--- src/rtl/uart_tx_fifo_if.sv ---
// uart_tx_fifo_if: byte-write and line-status bundle for uart_tx_fifo.
//   in_data  : byte to transmit (master -> slave)
//   in_valid : in_data valid this cycle (master -> slave)
//   in_ready : FIFO can accept a byte (slave -> master)
//   tx       : serial line, idles high (slave -> master)
//   busy     : frame in progress or FIFO non-empty (slave -> master)
//   level    : FIFO occupancy 0..4 (slave -> master)
interface uart_tx_fifo_if;
    logic [7:0] in_data;
    logic       in_valid;
    logic       in_ready;
    logic       tx;
    logic       busy;
    logic [2:0] level;

    modport master (
        output in_data,
        output in_valid,
        input  in_ready,
        input  tx,
        input  busy,
        input  level
    );

    modport slave (
        input  in_data,
        input  in_valid,
        output in_ready,
        output tx,
        output busy,
        output level
    );
endinterface

--- src/rtl/uart_tx_fifo.sv ---
// uart_tx_fifo: 8N1 UART transmitter fed by a 4-entry byte FIFO, single clock domain.
//   clk   : system clock
//   reset : synchronous active-high reset
//   bus   : slave side of uart_tx_fifo_if (in_data/in_valid/in_ready write handshake,
//           tx serial line, busy, level)
//   CLK_DIV : clock cycles per bit, legal range 2..65535
module uart_tx_fifo #(
    parameter int unsigned CLK_DIV = 434
) (
    input  logic          clk,
    input  logic          reset,
    uart_tx_fifo_if.slave bus
);

    if (CLK_DIV < 2 || CLK_DIV > 65535) begin : g_bad_clk_div
        $error("uart_tx_fifo: CLK_DIV must be in 2..65535");
    end

    localparam logic [15:0] BaudLast = 16'(CLK_DIV - 1);

    typedef enum logic [1:0] {StIdle, StStart, StData, StStop} state_e;

    // FIFO storage and bookkeeping
    logic [7:0] mem_q [4];
    logic [1:0] wr_ptr_q, wr_ptr_d;
    logic [1:0] rd_ptr_q, rd_ptr_d;
    logic [2:0] count_q, count_d;

    // Transmit engine
    state_e      state_q, state_d;
    logic [7:0]  shift_q, shift_d;
    logic [2:0]  bit_idx_q, bit_idx_d;
    logic [15:0] baud_q, baud_d;
    logic        tx_q, tx_d;

    logic wr_en;
    logic pop;
    logic baud_end;

    // in_ready depends only on registered occupancy, never on in_valid.
    assign bus.in_ready = (count_q != 3'd4);
    assign bus.level    = count_q;
    assign bus.busy     = (state_q != StIdle) || (count_q != 3'd0);
    assign bus.tx       = tx_q;

    assign wr_en    = bus.in_valid && bus.in_ready;
    assign pop      = (state_q == StIdle) && (count_q != 3'd0);
    assign baud_end = (baud_q == BaudLast);

    // FIFO pointer/count next state
    always_comb begin
        wr_ptr_d = wr_ptr_q;
        rd_ptr_d = rd_ptr_q;
        count_d  = count_q;
        if (wr_en) begin
            wr_ptr_d = wr_ptr_q + 2'd1;
        end
        if (pop) begin
            rd_ptr_d = rd_ptr_q + 2'd1;
        end
        unique case ({wr_en, pop})
            2'b10:   count_d = count_q + 3'd1;
            2'b01:   count_d = count_q - 3'd1;
            default: count_d = count_q;
        endcase
    end

    // Transmit FSM next state
    always_comb begin
        state_d   = state_q;
        shift_d   = shift_q;
        bit_idx_d = bit_idx_q;
        baud_d    = baud_q;
        unique case (state_q)
            StIdle: begin
                if (pop) begin
                    shift_d   = mem_q[rd_ptr_q];
                    bit_idx_d = 3'd0;
                    baud_d    = 16'd0;
                    state_d   = StStart;
                end
            end
            StStart: begin
                if (baud_end) begin
                    baud_d  = 16'd0;
                    state_d = StData;
                end else begin
                    baud_d = baud_q + 16'd1;
                end
            end
            StData: begin
                if (baud_end) begin
                    baud_d    = 16'd0;
                    shift_d   = {1'b0, shift_q[7:1]};
                    bit_idx_d = bit_idx_q + 3'd1;
                    if (bit_idx_q == 3'd7) begin
                        state_d = StStop;
                    end
                end else begin
                    baud_d = baud_q + 16'd1;
                end
            end
            StStop: begin
                if (baud_end) begin
                    baud_d  = 16'd0;
                    state_d = StIdle;
                end else begin
                    baud_d = baud_q + 16'd1;
                end
            end
            default: begin
                state_d = StIdle;
            end
        endcase
    end

    // Line level is derived from the next state so the pin register tracks the FSM exactly.
    always_comb begin
        tx_d = 1'b1;
        if (state_d == StStart) begin
            tx_d = 1'b0;
        end else if (state_d == StData) begin
            tx_d = shift_d[0];
        end
    end

    always_ff @(posedge clk) begin
        if (reset) begin
            wr_ptr_q  <= 2'd0;
            rd_ptr_q  <= 2'd0;
            count_q   <= 3'd0;
            state_q   <= StIdle;
            shift_q   <= 8'd0;
            bit_idx_q <= 3'd0;
            baud_q    <= 16'd0;
            tx_q      <= 1'b1;
        end else begin
            wr_ptr_q  <= wr_ptr_d;
            rd_ptr_q  <= rd_ptr_d;
            count_q   <= count_d;
            state_q   <= state_d;
            shift_q   <= shift_d;
            bit_idx_q <= bit_idx_d;
            baud_q    <= baud_d;
            tx_q      <= tx_d;
        end
    end

    // Storage needs no reset: count gates every read.
    always_ff @(posedge clk) begin
        if (wr_en && !reset) begin
            mem_q[wr_ptr_q] <= bus.in_data;
        end
    end

endmodule

--- src/flat_wrapper.sv ---
// flat-port wrapper written by rule: the top's interface ports become plain ports
module uart_tx_fifo_flat 
#(
    parameter int unsigned CLK_DIV = 434
)
  (clk, reset, bus_in_data, bus_in_valid, bus_in_ready, bus_tx, bus_busy, bus_level);
  uart_tx_fifo_if bus_i ();
  input  logic clk;
  input  logic reset;
  input wire logic [$bits(bus_i.in_data)-1:0] bus_in_data;
  input wire logic [$bits(bus_i.in_valid)-1:0] bus_in_valid;
  output wire logic [$bits(bus_i.in_ready)-1:0] bus_in_ready;
  output wire logic [$bits(bus_i.tx)-1:0] bus_tx;
  output wire logic [$bits(bus_i.busy)-1:0] bus_busy;
  output wire logic [$bits(bus_i.level)-1:0] bus_level;
  assign bus_i.in_data = bus_in_data;
  assign bus_i.in_valid = bus_in_valid;
  assign bus_in_ready = bus_i.in_ready;
  assign bus_tx = bus_i.tx;
  assign bus_busy = bus_i.busy;
  assign bus_level = bus_i.level;
  uart_tx_fifo #(.CLK_DIV(CLK_DIV)) u_core (.clk(clk), .reset(reset), .bus(bus_i));
endmodule
--- config.mk ---
export PLATFORM = sky130hd
export DESIGN_NAME = uart_tx_fifo_flat
export DESIGN_NICKNAME = d
export VERILOG_FILES = /design/src/rtl/uart_tx_fifo_if.sv /design/src/rtl/uart_tx_fifo.sv /design/src/flat_wrapper.sv
export SDC_FILE = /design/constraint.sdc
export NUM_CORES = 1
export LEC_CHECK = 0
export CELL_PAD_IN_SITES_DETAIL_PLACEMENT = 0
export CELL_PAD_IN_SITES_GLOBAL_PLACEMENT = 1
export CORE_MARGIN = 8
export CORE_UTILIZATION = 50
export CTS_CLUSTER_DIAMETER = 200
export DETAILED_ROUTE_END_ITERATION = 10
export DONT_BUFFER_PORTS = 1
export PLACE_DENSITY = 0.87
export SKIP_LAST_GASP = 1
export SLEW_MARGIN = 20
export SYNTH_ARGS = -nofsm -noshare
export SYNTH_HDL_FRONTEND = slang
export SYNTH_SLANG_ARGS = --single-unit
--- constraint.sdc ---
create_clock -name clk -period 2.9 [get_ports clk]
set_input_delay 0.58 -clock clk [delete_from_list [all_inputs] [get_ports clk]]
set_output_delay 0.58 -clock clk [all_outputs]
set_load 0.01 [all_outputs]
# == After elaboration in Yosys (flattened, before gate mapping) ==
# Memories as Yosys holds them, arrays and structs flattened. A register that Yosys moved wholly into a read port is not among the register bits.
# Index checks and enable logic that the tools add are counted.
# word_totals
reg_bits,37
out_inout_bits,6
latchBits,0
word_cells,62
inputBits,11
ram_bits,32
mem_count,1
mem_bits_ro,0
# memory_table
name,depth,word_bits,rd,rd_ports_with_merged_regs,write_ports,line_no,text
u_core.mem_q,4,8,1,1,1,uart_tx_fifo.sv:24,logic [7:0] mem_q [4];
# classes
bitwise,0
n_div,0
mul,0
shifts,0
add_sub_neg,6
n_reduce_logical,12
n_eq_ne,12
muxes,22
order_cmp,0
# op_table
op,n
16-bit 2-to-1 mux,2
16-bit case mux with 2 select lines,1
"16-bit by 1-bit adder with 16-bit output, second input constant",1
"16-bit by 9-bit == test with 1-bit output, second input constant",1
8-bit 2-to-1 mux,2
8-bit case mux with 2 select lines,1
2-bit 2-to-1 mux,7
3-bit case mux with 2 select lines,2
"2-bit == test, second input constant",4
2-bit case mux with 4 select lines,1
"3-bit by 1-bit adder with 3-bit output, second input constant",2
"2-bit by 1-bit == test with 1-bit output, second input constant",3
3-bit 2-to-1 mux,2
2-bit nonzero test,3
"2-bit by 1-bit adder with 2-bit output, second input constant",2
1-bit 2-to-1 mux,4
"2-bit by 1-bit != test with 1-bit output, second input constant",2
"3-bit == test, second input constant",1
1-bit logical AND,3
"3-bit != test, second input constant",1
3-bit AND reduction,1
3-bit nonzero test,1
3-bit OR reduction,1
"3-bit by 1-bit subtractor with 3-bit output, second input constant",1
other kinds (3),3

# == Longest topological paths before layout ==
# Gate-level depths: netlist (run 1).
# logic_depth
ltp_word,7
ltp_mapped,11
depth_no_buf,9

# == Worst setup path before layout (run 1) ==
# Ideal clock, no wire load.
# synth_path
kind,register -> register
startpoint,register u_core.state_q[1]
endpoint,"register u_core.count_q[2], in the netlist u_core.bus.level[2]"
stages_incl_launch_ff,12
period_less_slack_ns,2.365
path_buffers,2
required_time_ns,2.830
setup_time_ns,0.070
arrival_ns,2.294
path_slack_ns,0.535
path_cell_list,dfxtp_1 clkbuf_1 nor2_1 nand2_1 inv_1 clkbuf_1 ha_1 inv_1 fa_1 xor2_1 or3_1 a21oi_1
# synth_via
elab_chain_len,4
elab_cells_between_ends,6
classes_between,2 x eq/ne; 1 x mux; 3 x reduce/logical
# synth_rtl
element,line_no,text
"start, declared",uart_tx_fifo.sv:30,"state_e state_q, state_d;"
"start signal, assigned",uart_tx_fifo.sv:132,state_q <= StIdle;
"start signal, assigned",uart_tx_fifo.sv:141,state_q <= state_d;
2-bit logical NOT *,uart_tx_fifo.sv:47,assign pop = (state_q == StIdle) && (count_q != 3'd0);
1-bit logical AND *,uart_tx_fifo.sv:47,
named net u_core.pop,uart_tx_fifo.sv:37,logic pop;
2-bit by 1-bit == test with 1-bit output / 2-bit == test (equally long branches),uart_tx_fifo.sv:61,"unique case ({wr_en, pop})"
3-bit case mux with 2 select lines / 2-bit nonzero test (equally long branches),--,
"end signal, assigned",uart_tx_fifo.sv:140,count_q <= count_d;
"end, declared",uart_tx_fifo.sv:27,"logic [2:0] count_q, count_d;"
# The timed path passes the listed nets; every way through them passes the cells marked *.
# A chain may end at the register's enable or synchronous reset.

# == Worst setup path in the final report (run 1) ==
# layout_path
startpoint,register u_core.baud_q[1]
endpoint,register u_core.baud_q[6]
# layout_via
elab_chain_len,3
elab_cells_between_ends,4
classes_between,1 x add/sub; 1 x eq/ne; 2 x mux
# layout_rtl
element,line_no,text
"start, declared",uart_tx_fifo.sv:33,"logic [15:0] baud_q, baud_d;"
"start signal, assigned",uart_tx_fifo.sv:144,baud_q <= baud_d;
16-bit by 1-bit adder with 16-bit output / 16-bit by 9-bit == test with 1-bit output (equally long branches),--,
16-bit 2-to-1 mux *,"uart_tx_fifo.sv:84, uart_tx_fifo.sv:92, uart_tx_fifo.sv:104",
16-bit case mux with 2 select lines *,uart_tx_fifo.sv:74,unique case (state_q)
# Every way passes the cells marked *; elsewhere a longest branch is shown, timed or not.

==> Flow_metrics.wiki, run 1 <==
{| class="wikitable"
! Metric !! Value
|-
| Result of the run || finished, final reports clean
|-
| Number of vias in the routed layout || 2,146
|-
| Post-cts resize count || 0
|-
| Number of storage elements in the synthesis netlist || 71
|-
| Fraction of power spent switching nets || 33.1%
|-
| Detailed placement HPWL || 3830 um
|-
| WL/cell || 15.5 um
|-
| Final net count || 303
|-
| Nature of the critical path startpoint || flop
|-
| Max-cap violations || 0
|-
| Worst path arrival time || 2680 ps
|-
| Worst voltage drop across the vdd grid || 514 uV
|-
| Root cell of the clock tree || sky130_fd_sc_hd__clkbuf_8
|-
| Horizontal die dimension || 95.2 um
|-
| Maximum number of buffers from clock root to sink || 2
|-
| CTS hold repair buffers || 0
|-
| Fraction of layout instances using a drive strength above 1 || 9.76%
|-
| RSZ-0062 raised after global routing || false
|-
| Initial antenna violation count || 0
|-
| Sort of element at the end of the critical path || flop
|-
| Worst min-delay path class || in2reg
|-
| Layout filler cell count || 539
|-
| Number of standard cells after synthesis || 281
|-
| Met2 routing resource usage after global routing || 24.0%
|-
| Met3 global-route usage || 6.30%
|-
| Number of library cell types mapped by synthesis || 45
|-
| P_leak || 1.11 nW
|-
| Routing layer with the top usage in global route || met2
|-
| Crit path max fanout || 17
|-
| Core Box Area || 6200 um^2
|-
| Synthesis-to-finish area growth || 8.21%
|-
| Wire length of the first global-routing pass || 9780 um
|-
| Area of the mapped netlist || 3140 um^2
|-
| Total number of H-tree levels || 3
|-
| Top cell type by total area after synthesis || sky130_fd_sc_hd__edfxtp_1
|-
| Relative max-transition margin || 30.8%
|-
| Post-layout instance area || 3400 um^2
|-
| Share of total power in sequential cells || 46.4%
|-
| CTS buffer count || 9
|-
| Clock Skew || 5.07 ps
|-
| Syn avg cell area || 11.2 um^2
|-
| Routed wire length || 5630 um
|-
| Overall routing resource usage || 14.1%
|-
| Final Cycle Share || 83.8%
|-
| Met1 Resource Use GR || 15.2%
|-
| Count of unresolved DRC violations after routing || 0
|-
| Die Span Y || 95.2 um
|-
| P_int || 1.90 mW
|-
| Vias in the first global route || 2,106
|-
| Detail Route Antenna Nets || 0
|-
| Post-layout minimum cycle time || 2430 ps
|-
| Count of endpoints failing setup in the final report || 0
|-
| Clock tree from TritonCTS || built
|-
| First drt pass iteration count || 4
|-
| Top flip-flop cell by instance count after synthesis || sky130_fd_sc_hd__dfxtp_1
|-
| Row count || 29
|-
| Number of failing hold endpoints at the final stage || 0
|-
| Number of warnings printed during yosys synthesis || 0
|-
| Accumulated negative setup slack || 0 ps
|-
| Via density per instance || 5.90
|-
| Clock power frac || 26.5%
|-
| Ratio of total power to cell area || 836 nW/um^2
|-
| Die area || 9070 um^2
|-
| Reg clk slew, reported paths || 70 ps
|-
| Comb power frac || 27.1%
|-
| Slew @ Worst Pin || 1030 ps
|-
| Area share of the leading cell type in the synthesized netlist || 30.6%
|-
| Highest achievable clock rate || 0.411 GHz
|-
| Sequential area share after synthesis || 55.5%
|-
| Crit path required time || 3150 ps
|-
| Initial core utilization || 50.6%
|-
| Largest net degree at the start of global routing || 41
|-
| Clock sink count || 71
|-
| Top cells by area, synth || sky130_fd_sc_hd__edfxtp_1 31%, sky130_fd_sc_hd__dfxtp_1 25%, sky130_fd_sc_hd__mux4_2 5.7%
|-
| Antenna Diode Count || 0
|-
| Overflow left after global routing || 0
|-
| Async set-or-reset flop fraction in the synthesized netlist || 0%
|-
| Number of flops mapped to enable cells by yosys || 32
|-
| Worst-Skew Late Latency || 340 ps
|-
| Max-slew violation total from the final report || 0
|-
| Total nets after synthesis || 302
|-
| Final estimated routing congestion in global placement || 0.723
|-
| Total of buffers placed on input and output ports || 0
|-
| Number of post-CTS setup repair buffers || 0
|-
| Post-DP Area || 3210 um^2
|-
| Violation count after the first detailed-routing iteration || 79
|-
| Class of the most critical setup path || reg2reg
|-
| Net Switching || 0.941 mW
|-
| Boundary pin count || 17
|}
-- synthesized netlist by cell type (3+ instances only) --
cell type and number:
sky130_fd_sc_hd__nor2_1 21, sky130_fd_sc_hd__nor3_1 11, sky130_fd_sc_hd__clkbuf_1 10, sky130_fd_sc_hd__and3_1 3
sky130_fd_sc_hd__nand3_1 11, sky130_fd_sc_hd__edfxtp_1 32, sky130_fd_sc_hd__xnor2_1 3, sky130_fd_sc_hd__mux4_2 8
sky130_fd_sc_hd__xor2_1 3, sky130_fd_sc_hd__nor4_1 4, sky130_fd_sc_hd__a22oi_1 6, sky130_fd_sc_hd__and2_1 5
sky130_fd_sc_hd__a21oi_1 22, sky130_fd_sc_hd__ha_1 9, sky130_fd_sc_hd__o21ai_0 5, sky130_fd_sc_hd__a31oi_1 3
sky130_fd_sc_hd__or3_1 4, sky130_fd_sc_hd__dfxtp_1 39, sky130_fd_sc_hd__nand2_1 28, sky130_fd_sc_hd__inv_1 10
sky130_fd_sc_hd__nor2b_1 4, sky130_fd_sc_hd__a311oi_1 11
-- final cells by class --
class                   count  area, um^2  area share [%]
flip-flops and latches     71        1740            51.3
multi-input cells         185        1290            38.1
clock buffers              10         128            3.76
well taps                  77        96.3            2.84
clock inverters             6        61.3            1.80
repair buffers              5        37.5            1.10
inverters                  10        37.5            1.10
-- cells in the final DEF, fill, tap and decap left out, types with 3 or more instances in the layout --
cell	netlist	routed
sky130_fd_sc_hd__a21oi_1	22	22
sky130_fd_sc_hd__a22oi_1	6	6
sky130_fd_sc_hd__a311oi_1	11	11
sky130_fd_sc_hd__a31oi_1	3	3
sky130_fd_sc_hd__and2_1	5	5
sky130_fd_sc_hd__and3_1	3	3
sky130_fd_sc_hd__buf_4	2	5
sky130_fd_sc_hd__clkbuf_8	0	9
sky130_fd_sc_hd__dfxtp_1	39	39
sky130_fd_sc_hd__edfxtp_1	32	32
sky130_fd_sc_hd__ha_1	9	9
sky130_fd_sc_hd__inv_1	10	10
sky130_fd_sc_hd__mux4_2	8	8
sky130_fd_sc_hd__nand2_1	28	28
sky130_fd_sc_hd__nand3_1	11	11
sky130_fd_sc_hd__nor2_1	21	21
sky130_fd_sc_hd__nor2b_1	4	4
sky130_fd_sc_hd__nor3_1	11	11
sky130_fd_sc_hd__nor4_1	4	4
sky130_fd_sc_hd__o21ai_0	5	5
sky130_fd_sc_hd__or3_1	4	4
sky130_fd_sc_hd__xnor2_1	3	3
sky130_fd_sc_hd__xor2_1	3	3
-- power groups by stage --
| stage | Sequential (mW) | Clock, mW | Combinational (mW) |
|---|---|---|---|
| after detailed placement | 1.34 | 0 | 0.781 |
| after CTS | 1.32 | 0.771 | 0.782 |
| after global routing | 1.34 | 0.809 | 0.880 |
| final | 1.32 | 0.752 | 0.770 |
| after global placement | 1.34 | 0 | 0.765 |
| after floorplan | 1.28 | 0 | 0.641 |
-- worst max-delay path, cell delays in order (launching register included) --
cell and delay (ps):
sky130_fd_sc_hd__dfxtp_1 360, sky130_fd_sc_hd__inv_1 70, sky130_fd_sc_hd__ha_1 180, sky130_fd_sc_hd__or3b_1 200
sky130_fd_sc_hd__nor4_4 60, sky130_fd_sc_hd__buf_4 180, sky130_fd_sc_hd__nor2_1 780, sky130_fd_sc_hd__o21ai_0 210
sky130_fd_sc_hd__a311oi_1 310
-- routing by layer --
layer	vias to the layer above	share of wire, %
met2	35	51
met3	7	4.9
li1	1055	-
met4	0	1.1
met5	-	0
met1	1049	43
-- stage by stage --
step                      total power, mW  utilization [%]  std cells  worst slack [ps]  hold slack (ps)
after floorplan                      1.92                -        281               535              432
after global placement               2.10             51.7        348               555              437
after detailed placement             2.12             51.7        348               483              441
after CTS                            2.88             54.7        364               452              285
after global routing                 3.03             54.7        364               229              272
final                                2.84             54.7        364               470              301
-- cells by family (layout without fill, tap and decap cells) --
family / after synthesis / count (layout) / share of synthesized area [%]
and+or+nand+nor: 104 / 104 / 17.3
DFF: 71 / 71 / 55.5
AOI/OAI and AO/OA: 54 / 54 / 11.3
buffers and inverters: 25 / 31 / 3.27
muxes: 11 / 11 / 6.74
adders and majority gates: 10 / 10 / 4.22
xor gates and xnor gates: 6 / 6 / 1.67
-- registers in the layout, summed over array words and instances (netlist names), 2 cells and up, named ones only --
| signal | flops |
|---|---|
| u_core.bus.level | 3 |
| u_core.bit_idx_q | 3 |
| u_core.state_q | 2 |
| u_core.mem_q | 32 |
| u_core.shift_q | 8 |
| u_core.rd_ptr_q | 2 |
| u_core.wr_ptr_q | 2 |
| u_core.baud_q | 16 |
-- path summary, 6_finish.rpt --
path	slack, ps	start	cells after the start	to
setup reg to reg	470	u_core.baud_q[1]$_SDFFE_PP0P_	8	u_core.baud_q[6]$_SDFFE_PP0P_
hold / removal	300	reset	1	u_core.bit_idx_q[2]$_SDFFE_PP0P_
hold reg to reg	450	u_core.shift_q[4]$_SDFFE_PP0P_	2	u_core.shift_q[4]$_SDFFE_PP0P_
setup / recovery	470	u_core.baud_q[1]$_SDFFE_PP0P_	8	u_core.baud_q[6]$_SDFFE_PP0P_
(Power assumes the default switching activity.)
==> inputs of run 2 (changes only) <==
--- a/config.mk
+++ b/config.mk
@@ -8,11 +8,11 @@
 export CELL_PAD_IN_SITES_DETAIL_PLACEMENT = 0
 export CELL_PAD_IN_SITES_GLOBAL_PLACEMENT = 1
 export CORE_MARGIN = 8
-export CORE_UTILIZATION = 50
+export CORE_UTILIZATION = 45
 export CTS_CLUSTER_DIAMETER = 200
 export DETAILED_ROUTE_END_ITERATION = 10
 export DONT_BUFFER_PORTS = 1
-export PLACE_DENSITY = 0.87
+export PLACE_DENSITY = 0.83
 export SKIP_LAST_GASP = 1
 export SLEW_MARGIN = 20
 export SYNTH_ARGS = -nofsm -noshare
==> constraint.sdc (replaced) <==
create_clock -name clk -period 2.2 [get_ports clk]
set_input_delay 0.44 -clock clk [delete_from_list [all_inputs] [get_ports clk]]
set_output_delay 0.44 -clock clk [all_outputs]
set_load 0.01 [all_outputs]
==> Flow_metrics.wiki, run 2 (synthesis results as in run 1) <==
{| class="wikitable"
! Metric !! Value
|-
| Fraction of layout instances using a drive strength above 1 || 21.3% (was 9.76%)
|-
| Most frequent cells in the layout || 35 x sky130_fd_sc_hd__dfxtp_1, 32 x sky130_fd_sc_hd__edfxtp_1, 27 x sky130_fd_sc_hd__nand2_1, 27 x sky130_fd_sc_hd__buf_4, 22 x sky130_fd_sc_hd__a21oi_1 (was 39 x sky130_fd_sc_hd__dfxtp_1, 32 x sky130_fd_sc_hd__edfxtp_1, 28 x sky130_fd_sc_hd__nand2_1, 22 x sky130_fd_sc_hd__a21oi_1, 21 x sky130_fd_sc_hd__nor2_1)
|-
| Detail Route Antenna Nets || 0 (unchanged)
|-
| Highest achievable clock rate || 0.480 GHz (was 0.411 GHz)
|-
| Antenna Diode Count || 0 (unchanged)
|-
| Largest net degree at the start of global routing || 41 (unchanged)
|-
| Setup slack, reg-to-reg || 110 ps (was 470 ps)
|-
| Clock Skew || 9.87 ps (was 5.07 ps)
|-
| Ratio of total power to cell area || 1070 nW/um^2 (was 836 nW/um^2)
|-
| Launch instance of the worst register-to-register path || u_core.baud_q[1]$_SDFFE_PP0P_ (unchanged)
|-
| Pre-CTS worst setup slack || -35.7 ps (was 483 ps)
|-
| Violation count after the first detailed-routing iteration || 110 (was 79)
|-
| Horizontal die dimension || 99.5 um (was 95.2 um)
|-
| Count of endpoints failing setup in the final report || 0 (unchanged)
|-
| CP peak stage delay || 380 ps (was 780 ps)
|-
| Slew @ Worst Pin || 575 ps (was 1030 ps)
|-
| Total of buffers placed on input and output ports || 0 (unchanged)
|-
| Worst-Skew Late Latency || 350 ps (was 340 ps)
|-
| Registers with the most flip-flops || u_core.mem_q x32, u_core.baud_q x16, u_core.shift_q x8 (unchanged)
|-
| Overall power of the completed layout || 3.89 mW (was 2.84 mW)
|-
| Final Instance Count excl. Fillers || 390 (was 364)
|-
| Worst min-delay path class || in2reg (unchanged)
|-
| Synthesis-to-finish area growth || 15.3% (was 8.21%)
|-
| CTS buffer count || 9 (unchanged)
|-
| Total number of H-tree levels || 3 (unchanged)
|-
| Reg clk slew, reported paths || 90 ps (was 70 ps)
|-
| Crit path required time || 2450 ps (was 3150 ps)
|-
| Initial antenna violation count || 0 (unchanged)
|-
| Class of the most critical setup path || reg2reg (unchanged)
|-
| Clock tree from TritonCTS || built (unchanged)
|-
| Number of flip-flops in the largest register || 32 (unchanged)
|-
| Wire length of the first global-routing pass || 10,100 um (was 9780 um)
|-
| Critical register-to-register path endpoint || u_core.baud_q[0]$_SDFFE_PP0P_ (was u_core.baud_q[6]$_SDFFE_PP0P_)
|-
| Reg2reg path depth || 11 (was 8)
|-
| Die Span Y || 99.5 um (was 95.2 um)
|-
| WL/cell || 15.3 um (was 15.5 um)
|-
| Cell family with the largest share of critical-path delay || simple AND/OR/NAND/NOR gates (unchanged)
|-
| Hold depth || 1 (unchanged)
|-
| Row count || 30 (was 29)
|-
| Vias in the first global route || 2,186 (was 2,106)
|-
| Post-layout minimum cycle time || 2090 ps (was 2430 ps)
|-
| Via density per instance || 5.63 (was 5.90)
|-
| Max-cap violations || 0 (unchanged)
|-
| Number of vias in the routed layout || 2,196 (was 2,146)
|-
| Relative max-transition margin || 61.6% (was 30.8%)
|-
| Maximum number of buffers from clock root to sink || 2 (unchanged)
|-
| Sort of element at the end of the critical path || flop (unchanged)
|-
| Placed cell count || 372 (was 348)
|-
| Launch point of the worst hold path || reset (unchanged)
|-
| Final estimated routing congestion in global placement || 0.773 (was 0.723)
|-
| P_leak || 1.25 nW (was 1.11 nW)
|-
| Final net count || 326 (was 303)
|-
| Accumulated negative setup slack || 0 ps (unchanged)
|-
| Overall routing resource usage || 13.0% (was 14.1%)
|-
| Detailed placement HPWL || 4080 um (was 3830 um)
|-
| Worst voltage drop across the vdd grid || 619 uV (was 514 uV)
|-
| Number of buffer and inverter instances along the worst setup path || 5 (was 2)
|-
| Library cell appearing most often on the critical path || sky130_fd_sc_hd__buf_4
|-
| Max-slew violation total from the final report || 0 (unchanged)
|-
| Crit path max fanout || 5 (was 17)
|-
| RSZ-0062 raised after global routing || true (was false)
|-
| Boundary pin count || 17 (unchanged)
|-
| Initial core utilization || 46.5% (was 50.6%)
|-
| Worst setup margin || 115 ps (was 470 ps)
|-
| Final Cycle Share || 94.8% (was 83.8%)
|-
| Routed wire length || 5960 um (was 5630 um)
|-
| Worst path arrival time || 2340 ps (was 2680 ps)
|-
| Clock sink count || 71 (unchanged)
|-
| Master of the slowest instance on the critical path || sky130_fd_sc_hd__or3b_4 (was sky130_fd_sc_hd__nor2_1)
|-
| Ordered cell list for the critical path || inv_1, ha_2, or3b_4, nor4_4, buf_4, buf_4, buf_4, buf_4, nor3_1, a21oi_1, nor2_1 (was inv_1, ha_1, or3b_1, nor4_4, buf_4, nor2_1, o21ai_0, a311oi_1)
|-
| Reg with most FFs || u_core.mem_q (unchanged)
|-
| Most common cell after layout, fill and taps aside || sky130_fd_sc_hd__dfxtp_1 (unchanged)
|-
| First drt pass iteration count || 4 (unchanged)
|-
| Result of the run || finished, final reports clean (unchanged)
|-
| Number of failing hold endpoints at the final stage || 0 (unchanged)
|-
| Die area || 9910 um^2 (was 9070 um^2)
|-
| CTS hold repair buffers || 0 (unchanged)
|-
| Core Box Area || 6760 um^2 (was 6200 um^2)
|-
| Count of unresolved DRC violations after routing || 0 (unchanged)
|-
| Nature of the critical path startpoint || flop (unchanged)
|-
| Overflow left after global routing || 0 (unchanged)
|-
| Hold Path End || u_core.bus.level[2]$_SDFFE_PP0P_ (was u_core.bit_idx_q[2]$_SDFFE_PP0P_)
|-
| Root cell of the clock tree || sky130_fd_sc_hd__clkbuf_8 (unchanged)
|}
==> run 2: worst max-delay path by stage <==
stage / cells past startpoint / from / end / slack, ps
5_1_grt: 9 / u_core.bus.level[0]$_SDFFE_PP0P_ / u_core.bus.level[2]$_SDFFE_PP0P_ / -9
6_report: 11 / u_core.baud_q[1]$_SDFFE_PP0P_ / u_core.baud_q[0]$_SDFFE_PP0P_ / 110
2_1_floorplan: 11 / u_core.state_q[1]$_SDFF_PP0_ / u_core.bus.level[2]$_SDFFE_PP0P_ / 6
4_1_cts: 7 / u_core.baud_q[1]$_SDFFE_PP0P_ / u_core.baud_q[10]$_SDFFE_PP0P_ / -30
3_3_place_gp: 7 / u_core.baud_q[1]$_SDFFE_PP0P_ / u_core.baud_q[14]$_SDFFE_PP0P_ / 40
3_5_place_dp: 7 / u_core.baud_q[1]$_SDFFE_PP0P_ / u_core.baud_q[6]$_SDFFE_PP0P_ / -40
==> run 2: stage by stage <==
stage	cell area, um^2	hold slack [ps]	utilization [%]
after floorplan	3140	432	-
after global placement	3370	437	49.9
after detailed placement	3370	443	49.9
after CTS	3570	137	52.8
after global routing	3620	119	53.6
final	3620	153	53.6
==> run 2: where the power goes <==
group	internal [mW]	leakage (nW)	switching [mW]	total [mW]
logic	0.525	0.543	0.713	1.24
registers	1.56	0.609	0.116	1.68
clock network	0.432	0.0927	0.541	0.974
total	2.52	1.25	1.37	3.89
==> run 2: layer usage <==
| layer | GRT usage, % | routed length, um | part of all wire (%) | vias to the layer above |
|---|---|---|---|---|
| met1 | 14.8 | 2620 | 44 | 1052 |
| met3 | 5.45 | 325 | 5.5 | 8 |
| li1 | - | - | - | 1092 |
| met5 | 0 | 0 | 0 | - |
| met4 | 5.24 | 78 | 1.3 | 0 |
| met2 | 21.1 | 2940 | 49 | 44 |
==> run 2: final cells by class <==
| class | instances | area, um^2 |
|---|---|---|
| well taps | 80 | 100 |
| fillers | 574 | 3140 |
| multi-input cells | 185 | 1340 |
| repair buffers | 28 | 214 |
| clock inverters | 7 | 62.6 |
| flip-flops and latches | 71 | 1750 |
| clock buffers | 9 | 124 |
| inverters | 10 | 37.5 |
==> run 2: what timing repair did <==
action / CTS / global route
setup buffers: 1 / 2
setup endpoints to repair: 10 / 25
gates resized for setup: 2 / 14
pin swaps: 1 / 2
gates cloned: 0 / 0
